**config.mk**
```make
export PLATFORM = sky130hd
export DESIGN_NAME = imm_extend_unit
export DESIGN_NICKNAME = d
export VERILOG_FILES = /design/src/rtl/imm_extend_unit.sv
export SDC_FILE = /design/constraint.sdc
export NUM_CORES = 1
export LEC_CHECK = 0
export CAP_MARGIN = 0
export CELL_PAD_IN_SITES_DETAIL_PLACEMENT = 0
export CELL_PAD_IN_SITES_GLOBAL_PLACEMENT = 1
export CORE_UTILIZATION = 29
export CTS_CLUSTER_DIAMETER = 200
export DETAILED_ROUTE_END_ITERATION = 6
export PLACE_DENSITY = 0.8
export SLEW_MARGIN = 20
export SYNTH_ARGS = -nofsm -noshare
export SYNTH_HDL_FRONTEND = slang
export SYNTH_SLANG_ARGS = --single-unit
```
**constraint.sdc**
```tcl
create_clock -name i_clk -period 1.3 [get_ports i_clk]
set_input_delay 0.26 -clock i_clk [delete_from_list [all_inputs] [get_ports i_clk]]
set_output_delay 0.26 -clock i_clk [all_outputs]
set_load 0.01 [all_outputs]
```
**src/rtl/imm_extend_unit.sv**
```systemverilog
// rtl/imm_extend_unit.sv - instruction register plus registered RISC-V immediate extender
// Captures the instruction on ir_write, then builds the immediate from imm_src one cycle later.
module imm_extend_unit #(
    parameter logic [31:0] RESET_INSTR = 32'h00000013,
    parameter logic [31:0] ERR_FILL    = 32'h00000000
) (
    input  logic        i_clk,
    input  logic        i_reset,
    input  logic        i_ir_write,
    input  logic [31:0] i_instr_in,
    input  logic [2:0]  i_imm_src,
    output logic [31:0] o_instr_q,
    output logic [31:0] o_imm_ext,
    output logic        o_imm_valid,
    output logic        o_imm_err
);

    typedef enum logic [1:0] {
        EMPTY  = 2'd0,
        DECODE = 2'd1,
        READY  = 2'd2
    } state_t;

    state_t      r_state;
    state_t      w_state_nxt;
    logic [31:0] r_instr;
    logic [31:0] r_imm;
    logic        r_valid;
    logic        r_err;

    logic [31:0] w_instr_nxt;
    logic [31:0] w_imm_nxt;
    logic        w_valid_nxt;
    logic        w_err_nxt;
    logic [31:0] w_imm_fmt;
    logic        w_unsup;

    // Unlisted codes, and X/Z on imm_src, fall through to the default arm.
    always_comb begin
        w_imm_fmt = ERR_FILL;
        w_unsup   = 1'b1;
        case (i_imm_src)
            3'b000: begin
                w_imm_fmt = {{20{r_instr[31]}}, r_instr[31:20]};
                w_unsup   = 1'b0;
            end
            3'b001: begin
                w_imm_fmt = {{20{r_instr[31]}}, r_instr[31:25], r_instr[11:7]};
                w_unsup   = 1'b0;
            end
            3'b010: begin
                w_imm_fmt = {{20{r_instr[31]}}, r_instr[7], r_instr[30:25],
                             r_instr[11:8], 1'b0};
                w_unsup   = 1'b0;
            end
            3'b011: begin
                w_imm_fmt = {{12{r_instr[31]}}, r_instr[19:12], r_instr[20],
                             r_instr[30:21], 1'b0};
                w_unsup   = 1'b0;
            end
            3'b101: begin
                w_imm_fmt = {r_instr[31:12], 12'b0};
                w_unsup   = 1'b0;
            end
            default: begin
                w_imm_fmt = ERR_FILL;
                w_unsup   = 1'b1;
            end
        endcase
    end

    always_comb begin
        w_state_nxt = r_state;
        w_instr_nxt = r_instr;
        w_imm_nxt   = r_imm;
        w_valid_nxt = r_valid;
        w_err_nxt   = r_err;
        if (i_ir_write) begin
            // A new word always restarts decode; the previous immediate stays visible.
            w_instr_nxt = i_instr_in;
            w_valid_nxt = 1'b0;
            w_err_nxt   = 1'b0;
            w_state_nxt = DECODE;
        end else begin
            case (r_state)
                DECODE: begin
                    w_imm_nxt   = w_imm_fmt;
                    w_err_nxt   = w_unsup;
                    w_valid_nxt = 1'b1;
                    w_state_nxt = READY;
                end
                READY:   w_state_nxt = READY;
                EMPTY:   w_state_nxt = EMPTY;
                default: w_state_nxt = EMPTY;
            endcase
        end
    end

    always_ff @(posedge i_clk) begin
        if (i_reset) begin
            r_state <= EMPTY;
            r_instr <= RESET_INSTR;
            r_imm   <= 32'h0;
            r_valid <= 1'b0;
            r_err   <= 1'b0;
        end else begin
            r_state <= w_state_nxt;
            r_instr <= w_instr_nxt;
            r_imm   <= w_imm_nxt;
            r_valid <= w_valid_nxt;
            r_err   <= w_err_nxt;
        end
    end

    assign o_instr_q   = r_instr;
    assign o_imm_ext   = r_imm;
    assign o_imm_valid = r_valid;
    assign o_imm_err   = r_err;

endmodule

```
==> impl_metrics.tcl <==
set metrics [dict create \
    status "finished, violations left" \
    violations "negative setup slack" \
    crit_chain "inv_2, ha_4, or4b_4, buf_4, o2bb2ai_2" \
    worstSetupStartpointType "flip-flop" \
    worstHoldPathType "primary input to flip-flop" \
    die_area_mm2 0.009718 \
    clk_pin_slew_worst_paths_ns 0.07 \
    antenna_found_initial 0 \
    synthDistinctLibCells 34 \
    nets 450 \
    synthTopCellsByCount "dfxtp_1 (68), mux2i_1 (35), nor2_1 (32)" \
    place_area_mm2 0.004085 \
    fin_ws_ns -0.08151 \
    cts.sinks 68 \
    setup_viol 6 \
    hold_viol_final 0 \
    max-vdd-ir-drop_uv 775.8 \
    drc_errors 0 \
    grt_start_max_net_pins 25 \
    final_util_pct 47.96 \
    stdcell_area_mm2 0.004264 \
    ios 104 \
    gp_congestion 0.7729 \
    synth_nets 317 \
    fp.dieH_um 98.58 \
    die-width_um 98.58 \
    yosysWarnings 0 \
    cellPowerDensity_mw_per_mm2 1077 \
    cts_tree "built" \
    detail_route.wl_per_cell_um 14.25 \
    synth_edf_count 0 \
    period_needed_ns 1.382 \
    synth.area.top_cells "dfxtp_1 (50%), mux2i_1 (13%), a21oi_1 (5.6%)" \
    grt_pass1_vias 2506 \
    critPathArrivalTime_ns 1.66 \
    initial_core_util_pct 30.42 \
    syn_area_per_cell_um2 9.731 \
    grt_pass1_wl_mm 12.51 \
    synth.most_common_cell "dfxtp_1" \
    post-dp-hpwl_mm 5.622 \
    grt-ovfl-total 0 \
    drv_slew 0 \
    cts-htree-levels 3 \
    slew_headroom_pct 75.97 \
    via_per_inst 4.761 \
    cpPeakStageDelay_ns 0.53 \
    drt_iter0_drc 98 \
    max_freq_mhz 723.8 \
    skew_ns 0.007719 \
    placed_cells 507 \
    worst_pin_slew_ns 0.3597 \
    criticalPathCategory "flip-flop to flip-flop" \
    synth_seq_cells 68 \
    ys_async_sr_fraction_pct 0 \
    end_kind "flip-flop" \
    fin_crit_sh_pct 106.3 \
    core-area_mm2 0.008891 \
    synth_top_flop_cell "dfxtp_1" \
    critical_path.max_fanout 6 \
    clock_latency_ns 0.34 \
    drive_above_1_share_pct 19.95 \
    p_leak_uw 0.001949 \
    root_buffer "clkbuf_8" \
    clk_path_buf_depth 2 \
    fin_cells 524 \
    drt_pass1_iterations 5 \
    synth_area_mm2 0.002705 \
    finalWirelength_mm 7.468 \
    dp_slack_ns -0.3991 \
    cp.required_ns 1.58 \
    cap_violations 0 \
    vias 2495 \
    groute.usage.overall_pct 16.26 \
    yosys.area.top_type "dfxtp_1" \
    ys_seq_area_share_pct 50.32 \
    rsz0062_at_grt "yes" \
    area_growth_pct 57.63 \
    crit_slowest_cell "or4b_4" \
    fp-row-count 34 \
    synth_top_cell_area_share_pct 50.32 \
    diodes 0 \
    ant_nets 0 \
    io_buffers 103 \
    syn_inst 278 \
    cts_made_buffers 9 \
]
-- timing repair --
item	4_1_cts	5_1_grt
setup buffers	0	1
gates resized for setup	72	16
pin swaps	0	1
endpoints found under the setup margin	80	43
hold buffers	0	0
-- metrics by stage --
step	total power (uW)	setup TNS, ns	hold slack, ns
6_report	4594	-0.4032	0.3376
5_1_grt	4828	-2.266	0.3327
4_1_cts	4668	-0.3646	0.3157
3_5_place_dp	2947	-9.428	0.4521
3_3_place_gp	2939	-8.804	0.4426
2_1_floorplan	2544	-0.1267	0.3824
-- state kept, by name, summed over array words and instances (netlist names) --
name         flops
o_imm_err        1
o_instr_q       32
o_imm_ext       32
r_state          2
o_imm_valid      1
-- cell families after synthesis --
logic type,Yosys count,synth area share (%)
xor gates and xnor gates,2,0.9253
and+or+nand+nor,86,15.54
buffers and inverters,25,4.625
AOI/OAI and AO/OA,61,15.17
adders and majority gates,1,0.4625
muxes,35,12.95
DFF,68,50.32
-- critical path: cells and delay by family (launching register included) --
kind / cells / cell delay [ns]
flip-flops: 1 / 0.31
buffers and inverters: 2 / 0.23
AND/OR/NAND/NOR: 1 / 0.53
AO/OA/AOI/OAI: 1 / 0.09
adder cells (fa/ha/maj): 1 / 0.16
-- power breakdown --
group | internal [uW] | total, uW | switching (uW)
Sequential | 2160 | 2210 | 46.6
Combinational | 359 | 656 | 297
Clock | 933 | 1730 | 799
Total | 3450 | 4590 | 1140
-- final timing paths --
path                                           startpoint                        end  slack [ns]  cells after the start
worst max-delay path                r_state[1]$_SDFF_PP0_  o_imm_ext[1]$_SDFFE_PP0P_       -0.08                      5
worst min-delay path                              i_reset  o_imm_ext[3]$_SDFFE_PP0P_        0.34                      3
worst max register to register      r_state[1]$_SDFF_PP0_  o_imm_ext[1]$_SDFFE_PP0P_       -0.08                      5
worst min register to register  o_imm_ext[5]$_SDFFE_PP0P_  o_imm_ext[5]$_SDFFE_PP0P_        0.45                      2
-- metal layers --
metal | part of all wire (%) | global-route usage (%)
met5 | 0 | 0
met4 | 0.82 | 4.363
met3 | 6.9 | 5.957
met2 | 48 | 27.03
met1 | 45 | 19.86
-- cell usage in the layout (no fill, tap or decap), types with 3 or more instances in the layout --
cell type        instances
nand3_1                 22
nand2_1                 13
a22oi_1                  5
clkdlybuf4s50_1         34
clkdlybuf4s15_1          4
nor2_1                  31
dfxtp_1                 60
nor2b_1                  6
buf_4                   39
dfxtp_2                  8
mux2i_1                 34
a21oi_1                 30
dlygate4sd2_1           62
a211o_1                  3
a21o_1                   6
a221oi_1                 5
o2bb2ai_1                3
a221o_1                  3
clkbuf_8                10
-- cell type report --
cell class,instances,area [um^2]
inverters,2,7.507
clock buffers,10,137.6
multi-input cells,185,1267
clock inverters,6,63.81
repair buffers,145,1281
fillers,848,4627
flip-flops and latches,68,1371
well taps,108,135.1
No activity file was read; power rests on OpenSTA's default activity.
